<file path="src/rtl/data_mem_ctrl.sv">
// Byte-addressed data memory with a req/done handshake, programmable wait states,
// sized/extended loads and misaligned-access rejection. Optional macro: DATA_MEM_ERR_CNT_EN.
module data_mem_ctrl #(
  parameter int IO_BUS_SIZE   = 32,
  parameter int MEM_ADDR_SIZE = 5,
  parameter int WAIT_STATES   = 2
) (
  input  logic                                    i_clk,
  input  logic                                    i_reset,
  input  logic                                    i_req,
  input  logic                                    i_mem_wr_rd,
  input  logic [1:0]                              i_mem_wr_src,
  input  logic [2:0]                              i_mem_rd_src,
  input  logic [IO_BUS_SIZE-1:0]                  i_addr,
  input  logic [IO_BUS_SIZE-1:0]                  i_wr_data,
  output logic [IO_BUS_SIZE-1:0]                  o_mem_rd,
  output logic                                    o_busy,
  output logic                                    o_done,
  output logic                                    o_misaligned,
  output logic [(2**MEM_ADDR_SIZE)*IO_BUS_SIZE-1:0] o_bus_debug
`ifdef DATA_MEM_ERR_CNT_EN
  ,
  output logic [7:0]                              o_err_count
`endif
);

  localparam int LANE_BITS = $clog2(IO_BUS_SIZE / 8);
  localparam int DEPTH     = 2 ** MEM_ADDR_SIZE;
  localparam int ADDR_BITS = MEM_ADDR_SIZE + LANE_BITS;
  localparam logic [IO_BUS_SIZE-1:0] BYTE_MASK = {{(IO_BUS_SIZE-8){1'b0}}, 8'hFF};
  localparam logic [IO_BUS_SIZE-1:0] HALF_MASK = {{(IO_BUS_SIZE-16){1'b0}}, 16'hFFFF};

  if (!(IO_BUS_SIZE == 32 || IO_BUS_SIZE == 64)) begin : g_bad_bus_size
    $error("data_mem_ctrl: IO_BUS_SIZE must be 32 or 64");
  end
  if (WAIT_STATES < 0 || WAIT_STATES > 15) begin : g_bad_wait_states
    $error("data_mem_ctrl: WAIT_STATES must be in 0..15");
  end

  typedef enum logic [1:0] {IDLE, ACCESS, DONE} state_t;

  state_t                   state, next_state;
  logic [3:0]               wait_cnt;
  logic [ADDR_BITS-1:0]     addr_q;
  logic [IO_BUS_SIZE-1:0]   wr_data_q;
  logic [1:0]               wr_src_q;
  logic [2:0]               rd_src_q;
  logic                     wr_rd_q;
  logic                     mis_q;
  logic [IO_BUS_SIZE-1:0]   mem [DEPTH];

  logic                     req_is_half, req_is_full, req_mis;
  logic [MEM_ADDR_SIZE-1:0] word_idx;
  logic [LANE_BITS+2:0]     shift;
  logic [IO_BUS_SIZE-1:0]   cur_word, shifted, store_mask, new_word, load_val;
  logic                     unused_addr_bits;

  assign unused_addr_bits = ^i_addr[IO_BUS_SIZE-1:ADDR_BITS];

  // Byte accesses can never be misaligned; 3 on wr_src and 5..7 on rd_src mean full bus.
  assign req_is_half = i_mem_wr_rd ? (i_mem_wr_src == 2'd1) : (i_mem_rd_src[2:1] == 2'b01);
  assign req_is_full = i_mem_wr_rd ? i_mem_wr_src[1] : i_mem_rd_src[2];
  assign req_mis     = (req_is_half && i_addr[0]) ||
                       (req_is_full && (i_addr[LANE_BITS-1:0] != '0));

  assign word_idx = addr_q[ADDR_BITS-1:LANE_BITS];
  assign shift    = {addr_q[LANE_BITS-1:0], 3'b000};
  assign cur_word = mem[word_idx];
  assign shifted  = cur_word >> shift;

  always_comb begin
    store_mask = '1;
    case (wr_src_q)
      2'd0:    store_mask = BYTE_MASK << shift;
      2'd1:    store_mask = HALF_MASK << shift;
      default: store_mask = '1;
    endcase
  end

  assign new_word = (cur_word & ~store_mask) | ((wr_data_q << shift) & store_mask);

  always_comb begin
    load_val = cur_word;
    case (rd_src_q)
      3'd0:    load_val = {{(IO_BUS_SIZE-8){shifted[7]}}, shifted[7:0]};
      3'd1:    load_val = {{(IO_BUS_SIZE-8){1'b0}}, shifted[7:0]};
      3'd2:    load_val = {{(IO_BUS_SIZE-16){shifted[15]}}, shifted[15:0]};
      3'd3:    load_val = {{(IO_BUS_SIZE-16){1'b0}}, shifted[15:0]};
      default: load_val = cur_word;
    endcase
  end

  always_ff @(posedge i_clk) begin
    if (i_reset) state <= IDLE;
    else         state <= next_state;
  end

  // Misaligned requests bypass ACCESS entirely so nothing is written or loaded.
  always_comb begin
    next_state = state;
    case (state)
      IDLE:    if (i_req) next_state = req_mis ? DONE : ACCESS;
      ACCESS:  if (wait_cnt == 4'd0) next_state = DONE;
      DONE:    next_state = IDLE;
      default: next_state = IDLE;
    endcase
  end

  always_ff @(posedge i_clk) begin
    if (i_reset) begin
      for (int i = 0; i < DEPTH; i++) mem[i] <= '0;
      wait_cnt  <= '0;
      addr_q    <= '0;
      wr_data_q <= '0;
      wr_src_q  <= '0;
      rd_src_q  <= '0;
      wr_rd_q   <= 1'b0;
      mis_q     <= 1'b0;
      o_mem_rd  <= '0;
    end else begin
      case (state)
        IDLE: begin
          if (i_req) begin
            addr_q    <= i_addr[ADDR_BITS-1:0];
            wr_data_q <= i_wr_data;
            wr_src_q  <= i_mem_wr_src;
            rd_src_q  <= i_mem_rd_src;
            wr_rd_q   <= i_mem_wr_rd;
            mis_q     <= req_mis;
            wait_cnt  <= 4'(WAIT_STATES);
          end
        end
        ACCESS: begin
          if (wait_cnt == 4'd0) begin
            if (wr_rd_q) mem[word_idx] <= new_word;
            else         o_mem_rd      <= load_val;
          end else begin
            wait_cnt <= wait_cnt - 4'd1;
          end
        end
        default: ;
      endcase
    end
  end

  assign o_busy       = (state != IDLE);
  assign o_done       = (state == DONE);
  assign o_misaligned = (state == DONE) && mis_q;

  for (genvar g = 0; g < DEPTH; g++) begin : g_debug
    assign o_bus_debug[g*IO_BUS_SIZE +: IO_BUS_SIZE] = mem[g];
  end

`ifdef DATA_MEM_ERR_CNT_EN
  always_ff @(posedge i_clk) begin
    if (i_reset)                                              o_err_count <= 8'd0;
    else if (state == DONE && mis_q && o_err_count != 8'hFF)  o_err_count <= o_err_count + 8'd1;
  end
`endif

endmodule

</file>
<file path="config.mk">
export PLATFORM = sky130hd
export DESIGN_NAME = data_mem_ctrl
export DESIGN_NICKNAME = d
export VERILOG_FILES = /design/src/rtl/data_mem_ctrl.sv
export SDC_FILE = /design/constraint.sdc
export NUM_CORES = 2
export LEC_CHECK = 0
export ABC_AREA = 1
export ABC_CLOCK_PERIOD_IN_PS = 3050
export BUFFER_PORTS_ARGS = -buffer_cell sky130_fd_sc_hd__buf_2
export CORE_AREA = 5 5 437 439
export CTS_CLUSTER_DIAMETER = 60
export DETAILED_ROUTE_END_ITERATION = 8
export DIE_AREA = 0 0 442 444
export GPL_TIMING_DRIVEN = 0
export MAX_ROUTING_LAYER = met4
export PLACE_DENSITY_LB_ADDON = 0.05
export REMOVE_ABC_BUFFERS = 1
export SYNTH_ARGS = -nofsm -noshare
export SYNTH_HDL_FRONTEND = slang
export SYNTH_SLANG_ARGS = --single-unit
export TNS_END_PERCENT = 100
</file>
<file path="constraint.sdc">
create_clock -name i_clk -period 3.05 [get_ports i_clk]
set_clock_uncertainty 0.1 [all_clocks]
set_input_delay 0.4575 -clock i_clk [delete_from_list [all_inputs] [get_ports i_clk]]
set_output_delay 0.4575 -clock i_clk [all_outputs]
set_load 0.02 [all_outputs]
</file>
== Yosys cells after proc, flatten, opt, wreduce, memory -nomap -nowiden ==
Memory sizes are Yosys's and may differ from the RTL's. A register that Yosys moved wholly into a read port is not among the register bits.
Index checks and enable logic that the tools add are counted.

* Bitwise operators: 5
* Reduce and logical (&&, ||, !) cells: 16
* Shift operators: 4
* Muxes and demuxes: 23
* Equal/unequal tests: 11
* $add $sub $neg: 1

{| class="wikitable"
|+ Operator list
! cell !! number
|-
| 32-bit one-hot mux with 4 select lines || 1
|-
| 32-bit bitwise AND || 2
|-
| 32-bit one-hot mux with 2 select lines || 1
|-
| 32-bit two-way mux || 1
|-
| 32-bit inverter || 1
|-
| 32-bit bitwise OR || 1
|-
| 32-bit OR reduction || 1
|-
| 16-bit by 5-bit left shift with 32-bit output, first input constant || 1
|-
| 32-bit by 5-bit left shift with 32-bit output || 1
|-
| 8-bit by 5-bit left shift with 32-bit output, first input constant || 1
|-
| 32-bit by 5-bit right shift with 16-bit output || 1
|-
| 5-bit two-way mux || 3
|-
| 1-bit two-way mux || 10
|-
| 2-bit by 1-bit equality test with 1-bit output, second input constant || 4
|-
| 4-bit two-way mux || 2
|-
| 4-bit one-hot mux with 2 select lines || 1
|-
| 3-bit by 2-bit equality test with 1-bit output, second input constant || 2
|-
| 2-bit two-way mux || 3
|-
| 2-bit != test, second input constant || 3
|-
| 3-bit AND reduction || 2
|-
| 2-bit nonzero test || 3
|-
| 2-bit logical NOT || 2
|-
| 4-bit logical NOT || 1
|-
| 2-bit one-hot mux with 2 select lines || 1
|-
| 8 further kinds || 11
|}

* Input port bits: 73
* Output and inout bits: 1059
* Memories: 1
* Bits in writable memories: 1024
* Flip-flop bits (word level): 84
* Word-level logic and storage cells: 70

{| class="wikitable"
|+ Memories
! memory !! words !! bits a word !! rd ports !! clocked after Yosys merged registers in !! write ports !! RTL line !! source
|-
| mem || 32 || 32 || 33 || 1 || 32 || 50 || <nowiki>logic [IO_BUS_SIZE-1:0] mem [DEPTH];</nowiki>
|}

== Longest topological paths before layout ==
* Depth after elaboration: 7
* Depth in mapped cells: 17
* Depth with buffers taken out: 14

== Worst setup path before layout ==
OpenSTA, ideal clock, no wires.

* Path kind: register to register
* Start point: register wait_cnt[0]
* End point: memory mem[0][0], enable pin
* Data required time: 2561 ps
* Stages on the path, launching flop included: 12
* Data arrival time: 2511 ps
* Setup slack: 50 ps
* Clock period less this slack: 3000 ps
* Buffers on the path: 1
* Setup time: 389 ps
* Path through: dfxtp_1 inv_1 ha_1 inv_1 nor3_1 inv_1 nor2_1 nand3_1 nor3_2 nand2_1 clkbuf_1 nand2_1

{| class="wikitable"
|+ RTL lines
! what !! RTL line !! source
|-
| from (decl) || 43 || <nowiki>logic [3:0] wait_cnt;</nowiki>
|-
| from (signal assigned) || 130 || <nowiki>wait_cnt <= 4'(WAIT_STATES);</nowiki>
|-
| from (signal assigned) || 138 || <nowiki>wait_cnt <= wait_cnt - 4'd1;</nowiki>
|-
| to (decl) || 50 ||
|}

==> metrics <==
design area=70360 µm²; vias per std cell=5.208; antenna viol nets, final=0; CTS Sinks=1113; FMAX=326.8 MHz; P_leak=29.13 nW; initial drt markers=5525; fill cell count=18880; # rows=159; area leader, netlist=edfxtp_1; DP HPWL=209700 µm; Tot Pwr=47.54 mW; Crit Path Max Fanout=16; post-synth top area share=61.15%; M2 GR Usage=50.58%; first-pass iteration count of the detailed router=5; dpl ws=-2426 ps; Critical Path Sink Type=flop; Clock Path Buffers=3; max-cap violations=0; crit path cell chain=buf_16, buf_16, buf_4, buf_12, nand3_1, nand3_1, nand2_1, nand2_1, nand3_2, nand2_2, nand2_1, o21ai_4, buf_12, nor2_1; startpoint types=flop; placed cell area=60150 µm²; Clock Tree Root=clkbuf_16; synth cell count leaders=nor2_1, nand2_1, edfxtp_1, nand3_1, buf_2; Synth Area per Inst=9.583 µm²; slew margin rel.=15.92%; total CTS buffers=146; htree depth=4; global-route wire length before repair=422400 µm; Seq cells post-synth=1113; CTS tree=built; core box area=186800 µm²; busiest grt layer=met2; Pint=30.98 mW; Tightest Pin Transition=1254 ps; final hold vios=0; unrepaired setup endpoints after global routing=yes; Clk Latency, worst-skew pair=810 ps; Power Dens Cells=675.7 nW/µm²; setup ws final=-10.11 ps; Final GP Congestion=0.8612; Synth Instances=5247; initial antenna violation count=27; die extent in x=442 µm; CP bufs+invs=5; Starting Density=26.92%; WL per Instance=36.18 µm; Synth area leaders=edfxtp_1, nor2_1, nand2_1; Die Height=444 µm; PortBufs=1106; Syn. warnings=0; worst hold slack=182.3 ps; CP top delay family=simple AND/OR/NAND/NOR gates; Tot GR Track Use=32.50%; final setup fails=1; Synth Cell Area=50280 µm²; Combinational Power Share=25.9%; P_sw=16.56 mW; worst vdd ir=574.3 µV; synth unique cells=36; DP Cell Count=8520; via count=47230; ys flop type=edfxtp_1; Hold Crit Class=input pin to flop; asr flop ratio synth=0%; Critical Path RT=3490 ps; failing checks=negative setup slack; critical path class=flop to flop; synth-to-layout area growth=39.93%; fin crit share=100.3%; sequential share of the synthesized area=64.70%; Slew Viols, Final=0; met1 usage=40.62%; final net count=6515; Die ar.=196200 µm²; sequential power share=37.1%; clock share of power=37.0%; layout cells sized above 1=29.18%; Layout Cells excl Fill=9068; switching share of power=34.82%; I/O pin cnt=1132; Routed WL=328100 µm; Post-synth EDFFs=1024; Final Critical Period=3060 ps; CP dominant cell by count=nand2_1; largest net degree at the start of global routing=73; number of global-route vias before repair=44170; Critical Path AT=3500 ps; outcome=finished, violations left; Worst-path clk slew=60 ps; top-count cell post-synth=nor2_1; routing usage on met3=6.337%; DRC=0; grt total ovfl=0; CP max stage delay=460 ps; slowest CP cell=dfxtp_4
==> layout make-up <==
type	instances	area, µm²	share of cell area [%]
Antenna cell	13	32.53	0.04623
Timing Repair inverter	15	145.1	0.2063
Inverter	67	496.7	0.7060
Clock buffer	186	3867	5.497
Multi-Input combinational cell	3614	17180	24.42
Timing Repair Buffer	1484	12100	17.20
Sequential cell	1113	32550	46.26
Clock inverter	81	859.6	1.222
Tap cell	2495	3122	4.437
==> repair_timing <==
item	in CTS	in global routing
endpoints found under the setup margin	2080	1196
pin swaps	52	18
gates cloned	53	14
hold endpoints to repair	52	0
setup buffers	126	28
hold buffers	48	0
resized for setup	244	107
==> cells in the final DEF, fill, tap and decap left out, types with 26 or more instances in the layout <==
cell type,netlist,final
nor2_1,1249,1242
buf_2,229,1106
nand2_1,1206,1103
edfxtp_1,1024,1024
nand3_1,732,676
o21ai_0,204,192
clkbuf_16,0,158
buf_12,0,128
buf_4,13,90
dfxtp_1,89,82
buf_16,0,61
a21oi_1,54,52
inv_1,54,51
nand3_2,0,48
dlygate4sd3_1,0,48
nand2_2,1,43
clkbuf_1,176,37
nand2_8,0,36
nand2_4,0,26
clkinv_1,0,26
==> worst paths after layout <==
path | cells past startpoint | slack (ps) | endpoint | start
min | 2 | 180 | state[0]$_SDFFE_PP0P_ | i_reset
max reg2reg | 14 | -10 | mem[2][27]$_SDFFCE_PN0P_ | flop
min reg2reg | 2 | 360 | o_mem_rd[3]$_SDFFE_PP0P_ | o_mem_rd[3]$_SDFFE_PP0P_
max | 14 | -10 | mem[2][27]$_SDFFCE_PN0P_ | flop
==> per-layer routing <==
metal  share of wire (%)  vias up
met1                  40    24120
met2                  46     2369
li1                    -    20250
met3                 7.2      489
met5                   0        -
met4                 6.1        0
==> power groups by stage <==
stage                     registers, mW  logic (mW)  clock network (mW)
after floorplan                    18.7        3.34                   0
after global placement             18.5        8.66                   0
after detailed placement           18.0        9.95                   0
after CTS                          17.6        11.8                17.9
after global routing               17.7        12.6                18.5
final                              17.6        12.3                17.6
==> cell families after synthesis <==
| kind of cell | share of synthesized area (%) |
|---|---|
| AO/OA/AOI/OAI | 4.551 |
| multiplexers | 0.01991 |
| buffers and inverters | 4.733 |
| flip-flops | 64.70 |
| AND/OR/NAND/NOR | 25.97 |
| adder cells (fa/ha/maj) | 0.02488 |
==> through the flow <==
step / utilization, % / TNS [ps]
floorplan: - / -
global placement: 30.41 / -
detailed placement: 32.20 / -3545600
CTS: 37.15 / -186.8
global route: 37.66 / -2699
finish: 37.67 / -10.11
==> flip-flops by register name, summed over array words and instances, names as in the netlist, named ones only <==
name / flops
state: 2
wr_data_q: 32
rd_src_q: 3
wr_rd_q: 1
mis_q: 1
wr_src_q: 2
mem: 1024
wait_cnt: 4
o_mem_rd: 32
addr_q: 7
Power figures use the tool's default switching activity.
